==> src/rtl/ipad_addr_gen_pkg.sv <==
// Shared PE configuration, control types and IPad address-generator helpers.
// Latency: n/a (types, constants and pure functions only).
// Backpressure: n/a.
//
// PECfg     : layer configuration record and IPad geometry.
// PECtlCfg  : PE-column instruction, IPad FSM states and IPad control word.
// ipad_addr_gen_pkg : window-counter width and configuration helpers.

package PECfg;
  localparam int IPadSize   = 12;
  localparam int IPadAddrWd = 4;
  localparam int PConfDWd   = 4;
  localparam int TwWd       = 10;

  typedef struct packed {
    logic [PConfDWd-1:0]   Pch;
    logic [PConfDWd-1:0]   U;
    logic [PConfDWd-1:0]   R;
    logic [2*PConfDWd-1:0] ipad_size;  // Pch*R
    logic [TwWd-1:0]       Tw;         // windows per layer row
  } Conf;
endpackage

package PECtlCfg;
  import PECfg::*;

  localparam int InstDWd = 3;
  localparam int StepWd  = 2*PConfDWd;  // width of Pch*U

  typedef enum logic [InstDWd-1:0] {
    STALL = 3'd0,
    RESET = 3'd1,
    START = 3'd2,
    WORK  = 3'd3
  } PEiss;

  typedef enum logic [2:0] {
    IDLE = 3'd0,
    INIT = 3'd1,
    LOOP = 3'd2,
    OLAP = 3'd3,
    POP  = 3'd4
  } IPadState;

  typedef struct packed {
    logic [IPadAddrWd-1:0] raddr;
    logic [IPadAddrWd-1:0] waddr;
    logic                  read;
    logic                  write;
  } IPadAddr;
endpackage

package ipad_addr_gen_pkg;
  import PECfg::*;
  import PECtlCfg::*;

  localparam int WinWd = 10;

  // Entries retired per output pixel.
  function automatic logic [StepWd-1:0] conf_step(input Conf c);
    return StepWd'(c.Pch) * StepWd'(c.U);
  endfunction

  // A window that does not fit, an empty window, a retire step larger than
  // the window, or a zero window count cannot be run.
  function automatic logic conf_bad(input Conf c, input int padsz);
    logic [StepWd-1:0] st;
    st = conf_step(c);
    return (int'(c.ipad_size) > padsz) || (c.ipad_size == '0) ||
           (st > c.ipad_size) || (c.Tw == '0);
  endfunction
endpackage

==> src/rtl/ipad_addr_gen_ptr_wrap.sv <==
// ipad_ptr_wrap: combinational (a+b) mod PADSZ for circular IPad pointers.
// Latency: 0 cycles (pure combinational).
// Backpressure: none.
// Ports: a, b (AW bits, a < PADSZ, b <= PADSZ) -> y (AW bits).

module ipad_ptr_wrap
  import PECfg::*;
#(
  parameter int PADSZ = IPadSize,
  parameter int AW    = IPadAddrWd
) (
  input  logic [AW-1:0] a,
  input  logic [AW-1:0] b,
  output logic [AW-1:0] y
);

  localparam logic [AW:0] PAD_W = (AW+1)'(PADSZ);

  logic [AW:0] sum;
  logic [AW:0] sum_wr;

  // One extra bit holds the carry; a single conditional subtract suffices
  // because both operands are bounded by PADSZ.
  assign sum    = {1'b0, a} + {1'b0, b};
  assign sum_wr = (sum >= PAD_W) ? (sum - PAD_W) : sum;
  assign y      = sum_wr[AW-1:0];

endmodule

==> src/rtl/ipad_addr_gen.sv <==
// ipad_addr_gen: IPad write/read address + handshake control for one PE.
// Latency: START->first in_ready 1 cycle; last INIT write->first out_valid 2 cycles; 1 bubble per window.
// Backpressure: in_ready drops when the pad is full or on STALL; reads wait on out_ready and on unwritten data.
//
// Ports:
//   clk, rst          clock, synchronous active-high reset
//   iss               PEiss instruction (STALL/RESET/START/WORK)
//   conf              layer configuration (Pch, U, ipad_size, Tw used)
//   in_valid/in_ready incoming pixel handshake (write = in_valid & in_ready)
//   out_valid/out_ready MAC read handshake (read = out_valid & out_ready)
//   out_last          the current read is the last entry of its window
//   ipad              {raddr, waddr, read, write} to the IPad array
//   busy              FSM not IDLE
//   conf_err          last START refused (only with IPAD_CONF_CHK_EN)
// Build option: define IPAD_CONF_CHK_EN to reject illegal configurations at START.

module ipad_addr_gen
  import PECfg::*;
  import PECtlCfg::*;
  import ipad_addr_gen_pkg::*;
#(
  parameter int PADSZ = IPadSize,
  parameter int AW    = IPadAddrWd
) (
  input  logic                       clk,
  input  logic                       rst,
  input  logic [InstDWd-1:0]         iss,
  input  logic [$bits(Conf)-1:0]     conf,
  input  logic                       in_valid,
  output logic                       in_ready,
  output logic                       out_valid,
  input  logic                       out_ready,
  output logic                       out_last,
  output logic [$bits(IPadAddr)-1:0] ipad,
  output logic                       busy,
  output logic                       conf_err
);

  localparam logic [AW-1:0] PAD_A = PADSZ[AW-1:0];

  Conf     cfg;
  PEiss    op;
  IPadAddr ia;

  IPadState         state, state_d;
  logic [AW-1:0]    wptr, wptr_d;
  logic [AW-1:0]    base, base_d;
  logic [AW-1:0]    rcnt, rcnt_d;
  logic [AW-1:0]    fill, fill_d;
  logic [WinWd-1:0] win, win_d;
  logic [StepWd-1:0] step, step_d;
  logic [StepWd-1:0] isz, isz_d;
  logic [TwWd-1:0]  tw, tw_d;

  logic          stall;
  logic          wr, rd;
  logic          rd_last;
  logic          start_ok;
  logic [AW-1:0] raddr, base_nxt, wptr_inc;
  logic [AW-1:0] fill_add;
  logic          unused_bits;

  assign cfg   = Conf'(conf);
  assign op    = PEiss'(iss);
  assign stall = (op == STALL);

  assign in_ready  = (state != IDLE) && (fill < PAD_A) && !stall;
  assign out_valid = (state == LOOP) && (rcnt < fill) && !stall;
  assign wr        = in_valid & in_ready;
  assign rd        = out_valid & out_ready;
  assign rd_last   = ({{(StepWd-AW){1'b0}}, rcnt} == (isz - StepWd'(1)));
  assign out_last  = rd & rd_last;
  assign busy      = (state != IDLE);
  assign fill_add  = fill + {{(AW-1){1'b0}}, wr};

  ipad_ptr_wrap #(.PADSZ(PADSZ), .AW(AW)) u_raddr (
    .a(base), .b(rcnt), .y(raddr)
  );
  ipad_ptr_wrap #(.PADSZ(PADSZ), .AW(AW)) u_base (
    .a(base), .b(step[AW-1:0]), .y(base_nxt)
  );
  ipad_ptr_wrap #(.PADSZ(PADSZ), .AW(AW)) u_wptr (
    .a(wptr), .b(AW'(1)), .y(wptr_inc)
  );

  // Pointers keep their last values in IDLE; the array must see zeros there.
  always_comb begin
    ia = '0;
    if (state != IDLE) begin
      ia.raddr = raddr;
      ia.waddr = wptr;
    end
    ia.read  = rd;
    ia.write = wr;
  end
  assign ipad = ia;

  // Only the window/step products matter; R is already folded into ipad_size.
  assign unused_bits = ^{cfg.R, step[StepWd-1:AW]};

`ifdef IPAD_CONF_CHK_EN
  logic conf_err_q, conf_err_d;
  assign conf_err = conf_err_q;
`else
  assign conf_err = 1'b0;
`endif

  always_comb begin
    state_d  = state;
    wptr_d   = wptr;
    base_d   = base;
    rcnt_d   = rcnt;
    fill_d   = fill;
    win_d    = win;
    step_d   = step;
    isz_d    = isz;
    tw_d     = tw;
    start_ok = 1'b0;
`ifdef IPAD_CONF_CHK_EN
    conf_err_d = conf_err_q;
`endif

    if (wr) wptr_d = wptr_inc;

    case (state)
      IDLE: begin
        if (op == START) begin
`ifdef IPAD_CONF_CHK_EN
          if (conf_bad(cfg, PADSZ)) begin
            conf_err_d = 1'b1;
          end else begin
            conf_err_d = 1'b0;
            start_ok   = 1'b1;
          end
`else
          start_ok = 1'b1;
`endif
        end
        if (start_ok) begin
          step_d  = conf_step(cfg);
          isz_d   = cfg.ipad_size;
          tw_d    = cfg.Tw;
          wptr_d  = '0;
          base_d  = '0;
          rcnt_d  = '0;
          fill_d  = '0;
          win_d   = '0;
          state_d = INIT;
        end
      end
      INIT: begin
        fill_d = fill_add;
        // Registered fill: the window becomes readable one cycle after it fills.
        if ({{(StepWd-AW){1'b0}}, fill} >= isz) state_d = LOOP;
      end
      LOOP: begin
        fill_d = fill_add;
        if (rcnt >= fill) begin
          state_d = OLAP;
        end else if (rd) begin
          if (rd_last) begin
            rcnt_d  = '0;
            win_d   = win + WinWd'(1);
            state_d = POP;
          end else begin
            rcnt_d = rcnt + AW'(1);
          end
        end
      end
      OLAP: begin
        fill_d = fill_add;
        // Look at this cycle's write so reading resumes on the next cycle.
        if (rcnt < fill_add) state_d = LOOP;
      end
      POP: begin
        base_d = base_nxt;
        fill_d = fill_add - step[AW-1:0];
        if (win == tw) begin
          fill_d  = '0;
          state_d = IDLE;
        end else begin
          state_d = LOOP;
        end
      end
      default: state_d = IDLE;
    endcase
  end

  always_ff @(posedge clk) begin
    if (rst || (op == RESET)) begin
      state <= IDLE;
      wptr  <= '0;
      base  <= '0;
      rcnt  <= '0;
      fill  <= '0;
      win   <= '0;
      step  <= '0;
      isz   <= '0;
      tw    <= '0;
`ifdef IPAD_CONF_CHK_EN
      conf_err_q <= 1'b0;
`endif
    end else if (!stall) begin
      state <= state_d;
      wptr  <= wptr_d;
      base  <= base_d;
      rcnt  <= rcnt_d;
      fill  <= fill_d;
      win   <= win_d;
      step  <= step_d;
      isz   <= isz_d;
      tw    <= tw_d;
`ifdef IPAD_CONF_CHK_EN
      conf_err_q <= conf_err_d;
`endif
    end
  end

endmodule

==> config.mk <==
export PLATFORM = sky130hd
export DESIGN_NAME = ipad_addr_gen
export DESIGN_NICKNAME = d
export VERILOG_FILES = /design/src/rtl/ipad_addr_gen_pkg.sv /design/src/rtl/ipad_addr_gen_ptr_wrap.sv /design/src/rtl/ipad_addr_gen.sv
export SDC_FILE = /design/constraint.sdc
export NUM_CORES = 1
export LEC_CHECK = 0
export ABC_CLOCK_PERIOD_IN_PS = 10500
export CORE_UTILIZATION = 59
export CTS_CLUSTER_SIZE = 30
export DETAILED_ROUTE_END_ITERATION = 8
export GPL_TIMING_DRIVEN = 0
export PLACE_DENSITY = 0.91
export SYNTH_ARGS = -nofsm -noshare
export SYNTH_HDL_FRONTEND = slang
export SYNTH_SLANG_ARGS = --single-unit
export TNS_END_PERCENT = 10
==> constraint.sdc <==
create_clock -name clk -period 10.5 [get_ports clk]
set_input_delay 2.1 -clock clk [delete_from_list [all_inputs] [get_ports clk]]
set_output_delay 2.1 -clock clk [all_outputs]
set_load 0.01 [all_outputs]
==> Flow_metrics.wiki <==
{| class="wikitable"
! Metric !! Value
|-
| Critical path's largest stage delay || 0.78 ns
|-
| Initial DRT Pass Iterations || 5
|-
| Antenna diode count || 0
|-
| Cell leakage power || 1.69 nW
|-
| Fmax || 0.151 GHz
|-
| Remaining Overflow, GRT || 0
|-
| Placed cell count || 566
|-
| Worst-Skew Late Latency || 0.31 ns
|-
| DR iter-0 viols || 353
|-
| CTS H-tree lvls || 2
|-
| Run status || finished, final reports clean
|-
| Worst min-delay path class || flop to flop
|-
| Number of port buffers || 46
|-
| CTS Root Buffer Type || sky130_fd_sc_hd__clkbuf_8
|-
| Part of the cycle the worst path needs || 63.0%
|-
| Required time of the critical path || 8.40 ns
|-
| Max-slew violation count || 0
|-
| Net switching share of the total power || 25.7%
|-
| Y dimension of the die || 79.6 um
|-
| Count of cells resized by post-cts repair || 0
|-
| Final critical-path setup slack || 3.88 ns
|-
| Post-synth design cell area || 3550 um2
|-
| Commonest register cell after synthesis || sky130_fd_sc_hd__dfxtp_1
|-
| Hold slack final || 0.466 ns
|-
| Time the final worst path needs with I/O delays and setup || 6.62 ns
|-
| Internal power of the cells || 296 uW
|-
| Share of total power in sequential cells || 50.4%
|-
| Post-synth ARST share || 0%
|-
| Die width || 79.6 um
|-
| Final HPWL DP || 6780 um
|-
| Via density || 5.97
|-
| Max-Cap Viols || 0
|-
| Post-layout instance count excluding filler cells || 573
|-
| Synthesis Warnings || 0
|-
| Power share of the clock group || 34.2%
|-
| Share of post-route cells with drive strength above 1 || 3.59%
|-
| Setup repair after global routing missed its margin || false
|-
| Cell type of the slowest stage on the worst timing path || sky130_fd_sc_hd__nor4b_1
|-
| Maximum number of pins on one net before global-route repair || 16
|-
| Flop and latch count out of synthesis || 51
|-
| Clk sinks || 51
|-
| Boundary Pins || 52
|-
| Starting density of the core || 63.0%
|-
| Average instance area after synthesis || 7.93 um2
|-
| Start-to-end type of the worst setup path || input pin to primary output
|-
| Total routed wirelength || 8790 um
|-
| Proportion of synthesized chip area in sequential cells || 28.7%
|-
| Total CTS buffers || 5
|-
| Placer congestion estimate || 0.888
|-
| Kind of capture point of the worst setup path || primary output
|-
| Core area || 5640 um2
|-
| Synth cell types || 53
|-
| Number of enable flip-flop cells after synthesis || 0
|-
| Number of instances in the synthesized netlist || 448
|-
| Clock-pin slew on the worst setup and hold paths || 0.09 ns
|-
| Worst setup SP type || input pin
|-
| Overall fraction of global-route tracks in use || 30.5%
|-
| Ordered cell list for the critical path || clkdlybuf4s50_1, or3_1, nand2_1, nor4b_1, clkdlybuf4s50_1
|-
| Cell repeated most along the worst path || sky130_fd_sc_hd__clkdlybuf4s50_1
|-
| Count of hold-fix buffers inserted at cts || 0
|-
| Via count of the first global-routing pass || 3303
|-
| Worst Clk Skew || 0.00934 ns
|-
| Post-CTS setup buffers || 0
|-
| DRC || 0
|-
| Worst-Margin Slew || 0.888 ns
|-
| Largest voltage drop on the vdd net || 81.8 uV
|-
| Routed wire per std cell || 15.3 um
|-
| Endpoint arrival time on the critical path || 4.52 ns
|-
| Total count of hold-check failures in the final report || 0
|-
| Headroom to the max-slew limit || 40.0%
|-
| Vias || 3422
|-
| Post-Place Worst Slack || 3.99 ns
|-
| Area of the die || 6340 um2
|-
| Routed Antenna Nets || 0
|-
| Power density over cell area || 94.7 nW/um2
|-
| Final setup vio count || 0
|-
| Logic gate share of total power || 15.4%
|-
| Number of core rows || 27
|-
| Total placed instance area || 4100 um2
|-
| Wire length of the first global-routing pass || 15000 um
|-
| Total nets after synthesis || 522
|-
| Sum Neg Setup Slack || 0 ns
|-
| Area growth from synthesis to final layout || 18.5%
|-
| Critical path fanouts, max || 7
|-
| Antenna violations before repair || 0
|-
| Longest Clk Path Bufs || 2
|-
| Total net switching power || 103 uW
|-
| Post-layout total power || 399 uW
|-
| Clock tree from TritonCTS || yes
|-
| Final Instance Area || 4210 um2
|-
| Utilization after layout || 74.6%
|-
| Nets || 575
|}
[final timing paths]
| kind | from | end | slack [ns] | cells after the start |
|---|---|---|---|---|
| worst max-delay path | iss[2] | out_last | 3.88 | 5 |
| worst min register to register | isz[7] | isz[7] | 0.47 | 2 |
| worst min-delay path | isz[7] | isz[7] | 0.47 | 2 |
| worst max register to register | state[1] | state[1] | 6.26 | 15 |
[worst max-delay path: cells and delay by family]
family        cells  cell delay [ns]
buf+inv           2             1.25
simple gates      3             1.15
[flip-flops by register name, summed over array words and instances (netlist names)]
signal / cells
base: 4
fill: 4
isz: 8
rcnt: 4
state: 3
step: 4
tw: 10
win: 10
wptr: 4
[cells in the final DEF, fill, tap and decap left out, types with 3 or more instances in the layout]
master	synthesis	layout
sky130_fd_sc_hd__a211oi_1	6	6
sky130_fd_sc_hd__a21o_1	3	3
sky130_fd_sc_hd__a21oi_1	43	43
sky130_fd_sc_hd__a22oi_1	3	3
sky130_fd_sc_hd__a31oi_1	3	3
sky130_fd_sc_hd__and2_1	12	12
sky130_fd_sc_hd__and3_1	5	5
sky130_fd_sc_hd__buf_4	3	3
sky130_fd_sc_hd__clkbuf_1	15	15
sky130_fd_sc_hd__clkbuf_8	0	5
sky130_fd_sc_hd__clkdlybuf4s50_1	0	46
sky130_fd_sc_hd__dfxtp_1	51	51
sky130_fd_sc_hd__fa_1	3	3
sky130_fd_sc_hd__ha_1	34	34
sky130_fd_sc_hd__inv_1	18	18
sky130_fd_sc_hd__mux2i_1	4	4
sky130_fd_sc_hd__nand2_1	70	70
sky130_fd_sc_hd__nand2b_1	3	3
sky130_fd_sc_hd__nand3_1	15	15
sky130_fd_sc_hd__nand4_1	7	7
sky130_fd_sc_hd__nor2_1	35	35
sky130_fd_sc_hd__nor2b_1	3	3
sky130_fd_sc_hd__nor3_1	9	9
sky130_fd_sc_hd__nor3b_1	6	6
sky130_fd_sc_hd__nor4_1	6	6
sky130_fd_sc_hd__o21ai_0	13	13
sky130_fd_sc_hd__o221ai_1	3	3
sky130_fd_sc_hd__xnor2_1	31	31
sky130_fd_sc_hd__xor2_1	14	14
[synth_stat cells, types with 6 or more instances]
library cell / number / area share (%)
sky130_fd_sc_hd__a211oi_1: 6 / 1.3
sky130_fd_sc_hd__a21oi_1: 43 / 6.1
sky130_fd_sc_hd__and2_1: 12 / 2.1
sky130_fd_sc_hd__clkbuf_1: 15 / 1.6
sky130_fd_sc_hd__dfxtp_1: 51 / 29
sky130_fd_sc_hd__ha_1: 34 / 12
sky130_fd_sc_hd__inv_1: 18 / 1.9
sky130_fd_sc_hd__nand2_1: 70 / 7.4
sky130_fd_sc_hd__nand3_1: 15 / 2.1
sky130_fd_sc_hd__nand4_1: 7 / 1.2
sky130_fd_sc_hd__nor2_1: 35 / 3.7
sky130_fd_sc_hd__nor3_1: 9 / 1.3
sky130_fd_sc_hd__nor3b_1: 6 / 1.3
sky130_fd_sc_hd__nor4_1: 6 / 1.1
sky130_fd_sc_hd__o21ai_0: 13 / 1.8
sky130_fd_sc_hd__xnor2_1: 31 / 7.6
sky130_fd_sc_hd__xor2_1: 14 / 3.5
[layer usage]
| layer | routed length [um] | track usage (%) | share of wire, % | up-vias |
|---|---|---|---|---|
| li1 | - | - | - | 1658 |
| met1 | 3540 | 35.6 | 40 | 1588 |
| met2 | 4390 | 54.4 | 50 | 150 |
| met3 | 648 | 6.17 | 7.4 | 26 |
| met4 | 211 | 11.6 | 2.4 | 0 |
| met5 | 0 | 0 | 0 | - |
[cell families after synthesis]
logic type | synth area share [%]
AND/OR/NAND/NOR | 24.7
AO/OA/AOI/OAI | 14.8
flip-flops | 28.7
XOR/XNOR | 11.8
buffers and inverters | 4.89
adder cells (fa/ha/maj) | 13.9
multiplexers | 1.13
other | 0.106
[power groups by stage]
stage	registers (mW)	logic, mW	clock network, mW
after floorplan	0.204	0.0359	0
after global placement	0.205	0.0574	0
after detailed placement	0.205	0.0600	0
after CTS	0.201	0.0607	0.136
after global routing	0.201	0.0677	0.146
final	0.201	0.0614	0.136
[final cells by class]
class | count | area, um2
inverter | 18 | 67.6
buffer | 21 | 106
fill | 438 | 1430
multi-input combinational | 358 | 2360
tap | 72 | 90.1
clock buffer | 5 | 68.8
timing repair buffer | 46 | 460
sequential | 51 | 1020
clock inverter | 2 | 37.5
Note: power is estimated with default switching activity, not from simulation.
